`config.mk`:
```
export PLATFORM = sky130hd
export DESIGN_NAME = ps2_kbcon
export DESIGN_NICKNAME = d
export VERILOG_FILES = /design/src/rtl/ps2_kbcon_pkg.sv /design/src/rtl/ps2_rx.sv /design/src/rtl/ps2_kbcon.sv
export SDC_FILE = /design/constraint.sdc
export NUM_CORES = 1
export LEC_CHECK = 0
export CELL_PAD_IN_SITES_DETAIL_PLACEMENT = 1
export CELL_PAD_IN_SITES_GLOBAL_PLACEMENT = 1
export CORE_MARGIN = 3
export CORE_UTILIZATION = 48
export DETAILED_ROUTE_END_ITERATION = 8
export GPL_TIMING_DRIVEN = 0
export PLACE_DENSITY = 0.82
export SETUP_SLACK_MARGIN = 0.02
export SLEW_MARGIN = 25
export SYNTH_ARGS = -nofsm -noshare
export SYNTH_HDL_FRONTEND = slang
export SYNTH_SLANG_ARGS = --single-unit
```
`constraint.sdc`:
```
create_clock -name CLK -period 3.2 [get_ports CLK]
set_clock_uncertainty 0.2 [all_clocks]
set_input_delay 0.64 -clock CLK [delete_from_list [all_inputs] [get_ports CLK]]
set_output_delay 0.64 -clock CLK [all_outputs]
set_load 0.02 [all_outputs]
```
`src/rtl/ps2_kbcon_pkg.sv`:
```
// Shared definitions for the PS/2 keyboard receiver: set-2 prefix and
// drop codes, deframer state encoding, and event/FIFO sizing.
package ps2_kbcon_pkg;

   // Set-2 prefix bytes
   localparam logic [7:0] PFX_EXT = 8'hE0;
   localparam logic [7:0] PFX_BRK = 8'hF0;

   // Bytes that never form a key event (errors, BAT result, echo, ack, resend, pause prefix)
   localparam logic [7:0] DROP_ERR0   = 8'h00;
   localparam logic [7:0] DROP_BAT_OK = 8'hAA;
   localparam logic [7:0] DROP_PAUSE  = 8'hE1;
   localparam logic [7:0] DROP_ECHO   = 8'hEE;
   localparam logic [7:0] DROP_ACK    = 8'hFA;
   localparam logic [7:0] DROP_RESEND = 8'hFE;
   localparam logic [7:0] DROP_ERR1   = 8'hFF;

   // Event FIFO sizing
   localparam int EVT_W      = 9;
   localparam int FIFO_DEPTH = 4;
   localparam int PTR_W      = $clog2(FIFO_DEPTH);
   localparam int CNT_W      = $clog2(FIFO_DEPTH + 1);

   // Deframer states
   typedef enum logic [1:0] {
      RX_IDLE,
      RX_DATA,
      RX_PAR,
      RX_STOP
   } rx_state_t;

   // One decoded key event: break flag plus (extended) key code
   typedef struct packed {
      logic       brk;
      logic [7:0] code;
   } kb_evt_t;

   function automatic logic is_drop_code(input logic [7:0] b);
      case (b)
         DROP_ERR0, DROP_BAT_OK, DROP_PAUSE, DROP_ECHO,
         DROP_ACK, DROP_RESEND, DROP_ERR1: is_drop_code = 1'b1;
         default:                          is_drop_code = 1'b0;
      endcase
   endfunction

endpackage

```
`src/rtl/ps2_rx.sv`:
```
// PS/2 device-to-host deframer: pin synchronizers, KEY_CLK glitch filter,
// 11-bit frame FSM with odd-parity/stop check, and inter-edge timeout.
module ps2_rx
   import ps2_kbcon_pkg::*;
#(
   parameter int FILTER_LEN  = 8,
   parameter int TIMEOUT_CYC = 20000
) (
   input  logic       i_clk,
   input  logic       i_rst,
   input  logic       i_key_clk,
   input  logic       i_key_in,
   output logic       o_byte_vld,
   output logic [7:0] o_byte
);

   localparam int FCNT_W = $clog2(FILTER_LEN + 1);
   localparam int TCNT_W = $clog2(TIMEOUT_CYC + 1);

   logic              r_clk_s1, r_clk_s2;
   logic              r_dat_s1, r_dat_s2;
   logic [FCNT_W-1:0] r_fcnt;
   logic              r_clk_f;
   logic              r_fall;
   rx_state_t         r_state;
   logic [2:0]        r_bitcnt;
   logic [7:0]        r_shift;
   logic              r_par;
   logic [TCNT_W-1:0] r_tcnt;
   logic              r_byte_vld;
   logic [7:0]        r_byte;

   // Two-stage synchronizers for both asynchronous pins (idle level is high)
   always_ff @(posedge i_clk) begin
      // NOTE: sequential state is always assigned with <= so every flop samples pre-edge values.
      if (i_rst) begin
         r_clk_s1 <= 1'b1;
         r_clk_s2 <= 1'b1;
         r_dat_s1 <= 1'b1;
         r_dat_s2 <= 1'b1;
      end else begin
         r_clk_s1 <= i_key_clk;
         r_clk_s2 <= r_clk_s1;
         r_dat_s1 <= i_key_in;
         r_dat_s2 <= r_dat_s1;
      end
   end

   // Filtered clock changes only after FILTER_LEN consecutive differing samples
   always_ff @(posedge i_clk) begin
      if (i_rst) begin
         r_fcnt  <= '0;
         r_clk_f <= 1'b1;
         r_fall  <= 1'b0;
      end else begin
         r_fall <= 1'b0;
         if (r_clk_s2 == r_clk_f) begin
            r_fcnt <= '0;
         end else if (r_fcnt == FCNT_W'(FILTER_LEN - 1)) begin
            r_fcnt  <= '0;
            r_clk_f <= r_clk_s2;
            r_fall  <= ~r_clk_s2;
         end else begin
            r_fcnt <= r_fcnt + 1'b1;
         end
      end
   end

   // Frame FSM: start, 8 data bits LSB first, parity, stop; abandons stalled frames
   always_ff @(posedge i_clk) begin
      if (i_rst) begin
         r_state    <= RX_IDLE;
         r_bitcnt   <= '0;
         r_shift    <= '0;
         r_par      <= 1'b0;
         r_tcnt     <= '0;
         r_byte_vld <= 1'b0;
         r_byte     <= '0;
      end else begin
         r_byte_vld <= 1'b0;

         if (r_fall)
            r_tcnt <= '0;
         else if (r_tcnt != TCNT_W'(TIMEOUT_CYC))
            r_tcnt <= r_tcnt + 1'b1;

         if (r_fall) begin
            case (r_state)
               RX_IDLE: begin
                  if (!r_dat_s2) begin
                     r_state  <= RX_DATA;
                     r_bitcnt <= '0;
                  end
               end
               RX_DATA: begin
                  r_shift  <= {r_dat_s2, r_shift[7:1]};
                  r_bitcnt <= r_bitcnt + 1'b1;
                  if (r_bitcnt == 3'd7)
                     r_state <= RX_PAR;
               end
               RX_PAR: begin
                  r_par   <= r_dat_s2;
                  r_state <= RX_STOP;
               end
               RX_STOP: begin
                  if (r_dat_s2 && (^{r_shift, r_par})) begin
                     r_byte_vld <= 1'b1;
                     r_byte     <= r_shift;
                  end
                  r_state <= RX_IDLE;
               end
               default: r_state <= RX_IDLE;
            endcase
         end else if (r_state != RX_IDLE && r_tcnt >= TCNT_W'(TIMEOUT_CYC - 1)) begin
            r_state <= RX_IDLE;
         end
      end
   end

   assign o_byte_vld = r_byte_vld;
   assign o_byte     = r_byte;

endmodule

```
`src/rtl/ps2_kbcon.sv`:
```
// PS/2 keyboard controller: set-2 make/break/extended decoder feeding a
// 4-entry event FIFO whose head is presented on VK_ON / VK_OFF.
module ps2_kbcon
   import ps2_kbcon_pkg::*;
#(
   parameter int FILTER_LEN  = 8,
   parameter int TIMEOUT_CYC = 20000
) (
   input  logic       CLK,
   input  logic       RST,
   input  logic       KEY_CLK,
   input  logic       KEY_IN,
   input  logic       ACK,
   output logic [7:0] VK_ON,
   output logic [7:0] VK_OFF
);

   logic             w_byte_vld;
   logic [7:0]       w_byte;
   logic             w_push;
   kb_evt_t          w_evt;
   logic             w_pop;
   logic             w_full;
   logic             w_wr;
   kb_evt_t          w_head;

   logic             r_brk_pend;
   logic             r_ext_pend;
   logic             r_ack_q;
   kb_evt_t          r_mem [FIFO_DEPTH];
   logic [PTR_W-1:0] r_wr_ptr;
   logic [PTR_W-1:0] r_rd_ptr;
   logic [CNT_W-1:0] r_count;

   ps2_rx #(
      .FILTER_LEN  (FILTER_LEN),
      .TIMEOUT_CYC (TIMEOUT_CYC)
   ) u_rx (
      .i_clk      (CLK),
      .i_rst      (RST),
      .i_key_clk  (KEY_CLK),
      .i_key_in   (KEY_IN),
      .o_byte_vld (w_byte_vld),
      .o_byte     (w_byte)
   );

   // Form the event for a non-prefix, non-dropped byte
   always_comb begin
      // NOTE: every always_comb output gets a default first so no path can infer a latch.
      w_push    = 1'b0;
      w_evt.brk  = r_brk_pend;
      w_evt.code = w_byte | (r_ext_pend ? 8'h80 : 8'h00);
      if (w_byte_vld && w_byte != PFX_BRK && w_byte != PFX_EXT && !is_drop_code(w_byte))
         w_push = 1'b1;
   end

   // Prefix tracking: F0/E0 arm the flags, a real key byte consumes them
   always_ff @(posedge CLK) begin
      if (RST) begin
         r_brk_pend <= 1'b0;
         r_ext_pend <= 1'b0;
      end else if (w_byte_vld) begin
         if (w_byte == PFX_BRK) begin
            r_brk_pend <= 1'b1;
         end else if (w_byte == PFX_EXT) begin
            r_ext_pend <= 1'b1;
         end else if (!is_drop_code(w_byte)) begin
            r_brk_pend <= 1'b0;
            r_ext_pend <= 1'b0;
         end
      end
   end

   // Pop on ACK rising edge; a push is accepted when not full or when popping
   assign w_pop  = ACK & ~r_ack_q & (r_count != '0);
   assign w_full = (r_count == CNT_W'(FIFO_DEPTH));
   assign w_wr   = w_push & (~w_full | w_pop);
   assign w_head = r_mem[r_rd_ptr];

   // ACK edge detector
   always_ff @(posedge CLK) begin
      if (RST)
         r_ack_q <= 1'b0;
      else
         r_ack_q <= ACK;
   end

   // Event storage
   always_ff @(posedge CLK) begin
      // NOTE: storage is not reset; occupancy is tracked by r_count, so stale entries are never observed.
      if (w_wr)
         r_mem[r_wr_ptr] <= w_evt;
   end

   // FIFO pointers and occupancy
   always_ff @(posedge CLK) begin
      if (RST) begin
         r_wr_ptr <= '0;
         r_rd_ptr <= '0;
         r_count  <= '0;
      end else begin
         if (w_wr)
            r_wr_ptr <= r_wr_ptr + 1'b1;
         if (w_pop)
            r_rd_ptr <= r_rd_ptr + 1'b1;
         case ({w_wr, w_pop})
            2'b10:   r_count <= r_count + 1'b1;
            2'b01:   r_count <= r_count - 1'b1;
            default: r_count <= r_count;
         endcase
      end
   end

   // Registered head presentation: make on VK_ON, break on VK_OFF, zero when empty
   always_ff @(posedge CLK) begin
      if (RST || r_count == '0) begin
         VK_ON  <= '0;
         VK_OFF <= '0;
      end else begin
         VK_ON  <= w_head.brk ? 8'h00 : w_head.code;
         VK_OFF <= w_head.brk ? w_head.code : 8'h00;
      end
   end

endmodule

```
==> flow_metrics.env, run 1 <==
export IMPL_whs_path_depth=1
export IMPL_ys_seq_area_frac=0.582
export IMPL_rsz0062_at_grt="no"
export IMPL_grt_busiest_layer="met2"
export IMPL_clk_pin_slew_ns=0.10
export IMPL_place_congestion=0.755
export IMPL_crit_type="flip-flop to flip-flop"
export IMPL_start_util=0.503
export IMPL_endpoint_kind="flip-flop"
export IMPL_power_density_nw_per_um2=460
export IMPL_status="finished clean"
export IMPL_grt_max_degree=20
export IMPL_grt_pass1_wl_um=14500
export IMPL_post_route_period_util=0.918
export IMPL_timing_final_max_slew_violations=0
export IMPL_synth_area_leader_cell="dfxtp_1"
export IMPL_cap_violations=0
export IMPL_core_area_um2=8890
export IMPL_maxSlewHeadroom=0.529
export IMPL_syn_inst=385
export IMPL_synthTopCellsByCount="dfxtp_1 (76), nor2_1 (47), edfxtp_1 (36), nand2_1 (24), nand3_1 (20)"
export IMPL_met3_usage=0.0392
export IMPL_reg2reg_depth=9
export IMPL_fin_crit_ns=2.94
export IMPL_numPortBuffers=20
export IMPL_num_rows=34
export IMPL_drc=0
export IMPL_use_met2=0.328
export IMPL_synth_ff_type="dfxtp_1"
export IMPL_fin_cells=529
export IMPL_setup_viol_count_final=0
export IMPL_yosysWarnings=0
export IMPL_hold_viol=0
export IMPL_clk_root_buffer_cell="clkbuf_8"
export IMPL_drive_gt1_frac=0.0950
export IMPL_netlist_area_leader_share=0.340
export IMPL_vias=2862
export IMPL_dieHeight_um=103
export IMPL_track_usage=0.176
export IMPL_hpwl_um=6240
export IMPL_syn_nets=404
export IMPL_syn_area_per_cell_um2=11.6
export IMPL_drtIter0Drc=75
export IMPL_critPathRequiredTime_ns=3.25
export IMPL_critPathLaunchType="flip-flop"
export IMPL_antenna_found_initial=0
export IMPL_fillCellCount=943
export IMPL_async_flop_share=0
export IMPL_cts_tree="built"
export IMPL_firstDrtPassIters=4
export IMPL_synth_area_um2=4470
export IMPL_tightest_slew_ns=0.701
export IMPL_dp_cells=513
export IMPL_insertedDiodeCount=0
export IMPL_use_met1=0.203
export IMPL_die_w_um=103
export IMPL_ctsHtreeMaxLevel=3
export IMPL_dieArea_um2=10500
export IMPL_yosys_register_bits=112
export IMPL_routed_via_density=5.41
export IMPL_power_leakage_nw=1.88
export IMPL_synth_area_leaders="dfxtp_1 (34%), edfxtp_1 (24%), mux4_2 (4.5%), nor2_1 (3.9%), ha_1 (3.6%)"
export IMPL_yosysUniqueCellTypes=48
export IMPL_post_route_util=0.562
export IMPL_clkSinkCount=112
export IMPL_wl_um=8470
export IMPL_cts_made_buffers=9
export IMPL_hold_class="flip-flop to flip-flop"
export IMPL_ctsLongestPathBuffers=2
export IMPL_nets=435
export IMPL_cp_max_fo=9
export IMPL_post_drt_wl_per_cell_um=16.0
export IMPL_clkLatencyLatePin_ns=0.37
export IMPL_synth_edf_count=36
export IMPL_synth_most_common_cell="dfxtp_1"
export IMPL_worstPathArrival_ns=2.99
export IMPL_max_freq_mhz=340
export IMPL_grt_pass1_vias=3072
export IMPL_synthToLayoutAreaGrowth_pct=11.9
export IMPL_ant_nets=0
export IMPL_irDropWorstVdd_v=0.000255
export IMPL_pin_count=21
export IMPL_overflow=0
==> worst max-delay path: stages (launching register included) <==
cell	delay, ns
dfxtp_1	0.53
or4_4	0.23
o32a_1	0.16
o31a_4	0.17
nand2_4	0.06
and2_1	0.17
fa_1	0.44
or3_1	0.38
mux2i_1	0.17
mux2_1	0.33
==> stage by stage <==
| stage | hold slack [ns] | cell area, µm² | power, W | worst slack (ns) | TNS (ns) |
|---|---|---|---|---|---|
| 2_1_floorplan | 0.189 | 4470 | 0.00152 | 0.534 | 0 |
| 3_3_place_gp | 0.194 | 4810 | 0.00154 | 0.0371 | 0 |
| 3_5_place_dp | 0.194 | 4810 | 0.00154 | -0.0289 | -0.0289 |
| 4_1_cts | 0.220 | 5000 | 0.00233 | 0.191 | 0 |
| 5_1_grt | 0.242 | 5000 | 0.00238 | 0.111 | 0 |
| 6_report | 0.218 | 5000 | 0.00230 | 0.262 | 0 |
==> final timing paths <==
path	start	end	slack (ns)
worst max-delay path	u_rx.o_byte[1]$_SDFFE_PP0P_	r_count[2]$_SDFFE_PP0P_	0.26
worst min-delay path	u_rx.r_clk_s1$_SDFF_PP1_	u_rx.r_clk_s2$_SDFF_PP1_	0.22
worst max register to register	u_rx.o_byte[1]$_SDFFE_PP0P_	r_count[2]$_SDFFE_PP0P_	0.26
worst min register to register	u_rx.r_clk_s1$_SDFF_PP1_	u_rx.r_clk_s2$_SDFF_PP1_	0.22
==> placed cells by master (no fill, tap or decap), drive strengths merged, types with 3 or more instances in the layout <==
| cell type | Yosys | final |
|---|---|---|
| edfxtp | 36 | 36 |
| or4 | 3 | 3 |
| or2 | 6 | 6 |
| o21ai | 4 | 4 |
| xnor2 | 11 | 11 |
| buf | 4 | 4 |
| dfxtp | 76 | 76 |
| nand2 | 25 | 25 |
| a21oi | 14 | 14 |
| inv | 9 | 11 |
| nand3 | 20 | 20 |
| ha | 13 | 13 |
| and2 | 14 | 14 |
| nand2b | 3 | 3 |
| nor2 | 47 | 47 |
| mux2 | 3 | 3 |
| mux2i | 12 | 12 |
| and3 | 12 | 12 |
| nand4 | 4 | 4 |
| mux4 | 9 | 9 |
| xor2 | 13 | 13 |
| clkdlybuf4s50 | 0 | 20 |
| nor2b | 4 | 4 |
| nor3 | 8 | 8 |
| clkinv | 0 | 4 |
| or3 | 3 | 3 |
| clkbuf | 9 | 19 |
==> cell type report <==
type,count,area (µm²),share of cell area
Sequential cell,112,2600,0.520
Multi-Input combinational cell,251,1790,0.357
Timing Repair Buffer,20,200,0.0400
Clock buffer,10,138,0.0275
Tap cell,108,135,0.0270
Clock inverter,6,52.6,0.0105
Buffer,13,52.6,0.0105
Inverter,9,33.8,0.00676
==> kinds of logic after synthesis <==
group | synth area share
AO/OA/AOI/OAI | 0.0465
XOR/XNOR | 0.0521
AND/OR/NAND/NOR | 0.179
multiplexers | 0.0798
buffers and inverters | 0.0193
adder cells (fa/ha/maj) | 0.0409
flip-flops | 0.582
==> what timing repair did <==
action,in CTS,in global routing
resized for setup,0,1
setup buffers,0,0
hold buffers,0,0
endpoints found under the setup margin,0,1
==> per-layer routing <==
layer	wire, µm	vias to the layer above
met5	0	-
met4	85	0
met3	220	11
met1	3590	1402
li1	-	1416
met2	4570	33
==> flip-flops by register name, summed over array words and instances (netlist names), 2 cells and up, named ones only <==
signal         flops
u_rx.r_shift       8
r_mem             36
r_wr_ptr           2
u_rx.r_tcnt       15
u_rx.r_fcnt        4
VK_OFF             8
r_count            3
u_rx.o_byte        8
u_rx.r_bitcnt      3
u_rx.r_state       2
r_rd_ptr           2
VK_ON              8
==> power breakdown <==
group / switching (W) / internal, W / leakage (nW)
clock network: 0.000478 / 0.000316 / 0.0974
registers: 0.00000507 / 0.00146 / 0.947
logic: 0.0000248 / 0.0000153 / 0.838
total: 0.000508 / 0.00179 / 1.88
Note: power is estimated with default switching activity, not from simulation.
==> inputs of run 2 (changes only) <==
--- a/config.mk
+++ b/config.mk
@@ -5,13 +5,11 @@
 export SDC_FILE = /design/constraint.sdc
 export NUM_CORES = 1
 export LEC_CHECK = 0
-export CELL_PAD_IN_SITES_DETAIL_PLACEMENT = 1
-export CELL_PAD_IN_SITES_GLOBAL_PLACEMENT = 1
-export CORE_MARGIN = 3
-export CORE_UTILIZATION = 48
+export CORE_MARGIN = 8
+export CORE_UTILIZATION = 52
 export DETAILED_ROUTE_END_ITERATION = 8
 export GPL_TIMING_DRIVEN = 0
-export PLACE_DENSITY = 0.82
+export PLACE_DENSITY = 0.74
 export SETUP_SLACK_MARGIN = 0.02
 export SLEW_MARGIN = 25
 export SYNTH_ARGS = -nofsm -noshare
==> run 2 against run 1 <==
Power rose by 3.5%. First-iteration DRC count grew 76%. Clock power grew 10%. Design area grew 0.30%. Setup slack got worse by 0.070 ns. Sequential power about the same. Largest cell class unchanged. Hold slack improved by 0.0054 ns. Register-to-register slack got worse by 0.07 ns. Sequential share of layout area is 0.16 points lower.
==> flow_metrics.env, run 2 (synthesis gave the netlist of run 1 again) <==
export IMPL_status="finished clean"
export IMPL_clkSinkCount=112
export IMPL_overflow=0
export IMPL_internal_power_w=0.00187
export IMPL_core_area_um2=8510
export IMPL_grt_max_degree=20
export IMPL_crit_buf_inv=0
export IMPL_p_sw_w=0.000510
export IMPL_ctsHtreeMaxLevel=3
export IMPL_cap_violations=0
export IMPL_drc=0
export IMPL_clkLatencyLatePin_ns=0.37
export IMPL_slowest_stage="nor3_1"
export IMPL_cts_made_buffers=9
export IMPL_mostFrequentLayoutCell="dfxtp_1"
export IMPL_r2r_slack_ns=0.19
export IMPL_nets=435
export IMPL_power_density_nw_per_um2=475
export IMPL_setup_viol_count_final=0
export IMPL_maxSlewHeadroom=0.566
export IMPL_power_leakage_nw=1.89
export IMPL_antenna_found_initial=0
export IMPL_insertedDiodeCount=0
export IMPL_dieArea_um2=11800
export IMPL_critPathRequiredTime_ns=3.26
export IMPL_critPathLaunchType="flip-flop"
export IMPL_timing_final_max_slew_violations=0
export IMPL_hold_viol=0
export IMPL_track_usage=0.136
export IMPL_pre_cts_ws_ns=0.00584
export IMPL_fillCellCount=699
export IMPL_routed_via_density=5.29
export IMPL_hpwl_um=5320
export IMPL_post_drt_wl_per_cell_um=14.2
export IMPL_vias=2796
export IMPL_sw_frac_of_total=0.214
export IMPL_clk_root_buffer_cell="clkbuf_8"
export IMPL_dr_wl_met3_um=329
export IMPL_post_route_period_util=0.940
export IMPL_tns_ns=0
export IMPL_slowest_delay_ns=0.56
export IMPL_worst_slack_ns=0.192
export IMPL_grt_pass1_vias=2732
export IMPL_worstPathCellList="nor3_1, nor2_1, and2_1, fa_1, or3_1, mux2i_1, mux2_1"
export IMPL_critical_path_depth=7
export IMPL_firstDrtPassIters=4
export IMPL_cts_setup_buffers=0
export IMPL_tightest_slew_ns=0.645
export IMPL_hold_class="flip-flop to flip-flop"
export IMPL_critPathTopFamily="simple AND/OR/NAND/NOR gates"
export IMPL_maxUsedRoutingLayer="met4"
export IMPL_cts_resized=0
export IMPL_numPortBuffers=20
export IMPL_clk_pin_slew_ns=0.10
export IMPL_p_comb_frac=0.017
export IMPL_largest_reg_flops=36
export IMPL_irDropWorstVdd_v=0.000271
export IMPL_cts_hold_buf=0
export IMPL_drtIter0Drc=132
export IMPL_hold_slack_ns=0.223
export IMPL_crit_type="flip-flop to flip-flop"
export IMPL_post_route_util=0.590
export IMPL_pin_count=21
export IMPL_die_w_um=109
export IMPL_grt_pass1_wl_um=12700
export IMPL_cp_max_fo=5
export IMPL_final_cell_mix="dfxtp_1 (76), nor2_1 (47), edfxtp_1 (36)"
export IMPL_wl_met1_um=3290
export IMPL_ctsLongestPathBuffers=2
export IMPL_synthToLayoutAreaGrowth_pct=12.2
export IMPL_place_congestion=0.784
export IMPL_wl_met2_um=3800
export IMPL_worstPathArrival_ns=3.07
export IMPL_largestRegisters="r_mem: 36 flops, u_rx.r_tcnt: 15 flops"
export IMPL_fin_crit_ns=3.01
export IMPL_dieHeight_um=109
export IMPL_wl_um=7510
export IMPL_largest_register="r_mem"
export IMPL_rsz0062_at_grt="no"
export IMPL_drive_gt1_frac=0.0926
export IMPL_cts_tree="built"
export IMPL_start_util=0.525
export IMPL_ant_nets=0
export IMPL_max_freq_mhz=332
export IMPL_pwr_share_clk=0.367
export IMPL_pwr_share_seq=0.616
export IMPL_reg2reg_depth=7
export IMPL_endpoint_kind="flip-flop"
export IMPL_whs_path_depth=1
export IMPL_num_rows=34
## run 2: changes by cell type in the layout (fill, tap and decap cells not counted)
cell / before / now
clkinv_4: 4 / 1
bufinv_16: 0 / 1
clkinvlp_4: 0 / 1
inv_6: 2 / 3
nor3_1: 7 / 8
nor3_2: 1 / 0
## run 2: per-stage QoR
step,std cells,instance area (µm²),power (W)
finish,529,5020,0.00238
global route,529,5020,0.00247
CTS,529,5020,0.00241
detailed placement,513,4810,0.00154
global placement,513,4810,0.00154
floorplan,385,4470,0.00152
## run 2: power by group through the flow
| stage | combinational [W] | clock [W] | sequential, W |
|---|---|---|---|
| 2_1_floorplan | 0.0000252 | 0 | 0.00150 |
| 3_3_place_gp | 0.0000390 | 0 | 0.00150 |
| 3_5_place_dp | 0.0000407 | 0 | 0.00150 |
| 4_1_cts | 0.0000408 | 0.000899 | 0.00147 |
| 5_1_grt | 0.0000453 | 0.000954 | 0.00147 |
| 6_report | 0.0000398 | 0.000875 | 0.00147 |
## run 2: routing by layer
metal | global-route usage | vias up
met1 | 0.157 | 1332
li1 | - | 1406
met2 | 0.238 | 48
met4 | 0.0626 | 0
met5 | 0 | -
met3 | 0.0284 | 10
## run 2: worst reg2reg max path: stages, from the launching register on
cell and delay, ns:
dfxtp_1 0.38, nor3_1 0.56, nor2_1 0.22, and2_1 0.25
fa_1 0.44, or3_1 0.38, mux2i_1 0.16, mux2_1 0.33
## run 2: area by class of cell
class,instances,area (µm²),share of cell area
repair buffers,20,200,0.0399
well taps,108,135,0.0269
inverters,9,33.8,0.00673
clock inverters,6,72.6,0.0145
plain buffers,13,52.6,0.0105
multi-input cells,251,1780,0.355
clock buffers,10,138,0.0274
flip-flops and latches,112,2600,0.519
## run 2: worst paths after layout
| check | startpoint | endpoint |
|---|---|---|
| worst max register to register | r_count[0]$_SDFFE_PP0P_ | r_count[2]$_SDFFE_PP0P_ |
| worst min register to register | u_rx.r_clk_s1$_SDFF_PP1_ | u_rx.r_clk_s2$_SDFF_PP1_ |
| worst max-delay path | r_count[0]$_SDFFE_PP0P_ | r_count[2]$_SDFFE_PP0P_ |
| worst min-delay path | u_rx.r_clk_s1$_SDFF_PP1_ | u_rx.r_clk_s2$_SDFF_PP1_ |
==> inputs of run 3 (changes only) <==
--- a/config.mk
+++ b/config.mk
@@ -5,6 +5,7 @@
 export SDC_FILE = /design/constraint.sdc
 export NUM_CORES = 1
 export LEC_CHECK = 0
+export ABC_AREA = 1
 export CORE_MARGIN = 8
 export CORE_UTILIZATION = 52
 export DETAILED_ROUTE_END_ITERATION = 8
==> run 3 against run 2 <==
Critical path type is now input pin to flip-flop. Fmax up 14%. Synthesized cell count up 32%. Setup slack better by 0.38 ns. Sequential share of layout area down 1.2 points. Via count up 20%. Sequential power about the same. Global-route usage up 1.2 points. Synthesized area up 2.9%. Routed wire length up 9.1%.
==> flow_metrics.env, run 3 <==
export IMPL_status="finished clean"
export IMPL_antenna_found_initial=0
export IMPL_ctsLongestPathBuffers=2
export IMPL_setup_viol_count_final=0
export IMPL_routed_via_density=5.15
export IMPL_synth_edf_count=36
export IMPL_fillCellCount=774
export IMPL_grt_pass1_vias=3231
export IMPL_pwr_share_seq=0.625
export IMPL_cap_violations=0
export IMPL_drc=0
export IMPL_pwr_share_clk=0.359
export IMPL_crit_buf_inv=3
export IMPL_track_usage=0.148
export IMPL_critPathLaunchType="input pin"
export IMPL_syn_area_per_cell_um2=9.07
export IMPL_yosys_register_bits=112
export IMPL_vias=3351
export IMPL_hold_class="flip-flop to flip-flop"
export IMPL_sw_frac_of_total=0.214
export IMPL_grt_pass1_wl_um=14100
export IMPL_slowest_delay_ns=0.75
export IMPL_synth_ff_type="dfxtp_1"
export IMPL_slowest_stage="nor2_1"
export IMPL_place_congestion=0.798
export IMPL_firstDrtPassIters=4
export IMPL_p_comb_frac=0.016
export IMPL_netlist_area_leader_share=0.331
export IMPL_wl_um=8190
export IMPL_cts_setup_buffers=0
export IMPL_mostFrequentLayoutCell="nand2_1"
export IMPL_max_freq_mhz=380
export IMPL_timing_final_max_slew_violations=0
export IMPL_endpoint_kind="flip-flop"
export IMPL_fin_total_pwr_w=0.00235
export IMPL_power_density_nw_per_um2=458
export IMPL_critPathRequiredTime_ns=3.00
export IMPL_pin_count=21
export IMPL_cts_hold_buf=0
export IMPL_crit_type="input pin to flip-flop"
export IMPL_clk_pin_slew_ns=0.10
export IMPL_synth_area_leaders="dfxtp_1 (33%), edfxtp_1 (24%), nand2_1 (7.7%), a21oi_1 (5.6%), nor2_1 (4.9%)"
export IMPL_irDropWorstVdd_v=0.000304
export IMPL_dieHeight_um=110
export IMPL_worstPathCellList="clkdlybuf4s50_1, inv_1, nor2_1, nand2_1, inv_1, o211ai_1, nor2_1"
export IMPL_drive_gt1_frac=0.0608
export IMPL_post_route_period_util=0.822
export IMPL_largest_register="r_mem"
export IMPL_synthTopCellsByCount="nand2_1 (94), dfxtp_1 (76), nor2_1 (60), inv_1 (53), a21oi_1 (51)"
export IMPL_synth_area_um2=4600
export IMPL_drtIter0Drc=150
export IMPL_cts_tree="built"
export IMPL_hold_viol=0
export IMPL_ant_nets=0
export IMPL_critPathTopFamily="simple AND/OR/NAND/NOR gates"
export IMPL_post_drt_wl_per_cell_um=12.6
export IMPL_ctsHtreeMaxLevel=3
export IMPL_num_rows=34
export IMPL_cts_made_buffers=9
export IMPL_power_leakage_nw=2.01
export IMPL_dieArea_um2=12100
export IMPL_cp_max_fo=9
export IMPL_die_w_um=110
export IMPL_largest_reg_flops=36
export IMPL_numPortBuffers=20
export IMPL_async_flop_share=0
export IMPL_nets=557
export IMPL_start_util=0.532
export IMPL_yosysWarnings=0
export IMPL_internal_power_w=0.00185
export IMPL_cts_resized=0
export IMPL_fin_crit_ns=2.63
export IMPL_final_cell_mix="nand2_1 (94), dfxtp_1 (76), nor2_1 (60)"
export IMPL_p_sw_w=0.000502
export IMPL_grt_max_degree=20
export IMPL_clk_root_buffer_cell="clkbuf_8"
export IMPL_largestRegisters="r_mem: 36 flops, u_rx.r_tcnt: 15 flops"
export IMPL_yosysUniqueCellTypes=35
export IMPL_synth_most_common_cell="nand2_1"
export IMPL_hpwl_um=5920
export IMPL_core_area_um2=8640
export IMPL_ys_seq_area_frac=0.566
export IMPL_rsz0062_at_grt="no"
export IMPL_syn_nets=526
export IMPL_worstPathArrival_ns=2.43
export IMPL_clkSinkCount=112
export IMPL_overflow=0
export IMPL_syn_inst=507
export IMPL_clkLatencyLatePin_ns=0.37
export IMPL_synthToLayoutAreaGrowth_pct=11.6
export IMPL_hold_slack_ns=0.219
export IMPL_tightest_slew_ns=0.884
export IMPL_insertedDiodeCount=0
export IMPL_tns_ns=0
export IMPL_maxSlewHeadroom=0.408
export IMPL_synth_area_leader_cell="dfxtp_1"
==> run 3: changes by cell type in the layout (fill, tap and decap cells not counted), sizes merged, moves of 5 or more <==
cell and change:
nand2 +70, mux2i -12, xor2 -8, and3 -11, nand3 +8, a32o +9
inv +45, xnor2 -5, a21oi +41, and2 -14, nor2 +14, mux4 -9
o21ai +21
==> run 3: stage by stage <==
step                setup slack [ns]  area [µm²]  std cells  utilization
detailed placement             0.126        4930        635        0.571
global placement               0.166        4930        635        0.571
finish                         0.569        5130        651        0.594
floorplan                       1.05        4600        507            -
CTS                            0.523        5130        651        0.594
global route                   0.288        5130        651        0.594
==> run 3: cells by family (layout without fill, tap and decap cells) <==
kind of cell	after synthesis	after routing	share of synthesized area
flip-flops	112	112	0.566
AO/OA/AOI/OAI	95	95	0.119
AND/OR/NAND/NOR	205	205	0.190
buffers and inverters	70	106	0.0601
XOR/XNOR	11	11	0.0250
adder cells (fa/ha/maj)	14	14	0.0397
==> run 3: final timing paths <==
path / start / endpoint / slack (ns) / cells after the start
min: u_rx.r_clk_s1$_SDFF_PP1_ / u_rx.r_clk_s2$_SDFF_PP1_ / 0.22 / 1
max reg2reg: u_rx.o_byte[3]$_SDFFE_PP0P_ / r_mem[1][0]$_DFFE_PP_ / 0.60 / 8
max: ACK / r_mem[1][0]$_DFFE_PP_ / 0.57 / 7
min reg2reg: u_rx.r_clk_s1$_SDFF_PP1_ / u_rx.r_clk_s2$_SDFF_PP1_ / 0.22 / 1
==> run 3: final cells by class <==
type / instances / area (µm²) / area share
Sequential cell: 112 / 2600 / 0.507
Multi-Input combinational cell: 325 / 1720 / 0.335
Inverter: 57 / 214 / 0.0417
Timing Repair Buffer: 20 / 200 / 0.0390
Tap cell: 108 / 135 / 0.0263
Clock buffer: 10 / 128 / 0.0249
Clock inverter: 6 / 68.8 / 0.0134
Buffer: 13 / 62.6 / 0.0122
==> run 3: power by group through the flow <==
stage,Combinational [W],Sequential [W],Clock (W)
6_report,0.0000385,0.00147,0.000843
5_1_grt,0.0000453,0.00147,0.000928
4_1_cts,0.0000392,0.00147,0.000866
3_5_place_dp,0.0000388,0.00150,0
3_3_place_gp,0.0000378,0.00150,0
2_1_floorplan,0.0000251,0.00150,0
==> run 3: metal layers <==
layer  vias up  track usage  part of all wire
li1       1737            -                 -
met1      1556        0.169              0.45
met2        49        0.258              0.49
met3         9       0.0297             0.038
met4         0       0.0762             0.016
met5         -            0                 0
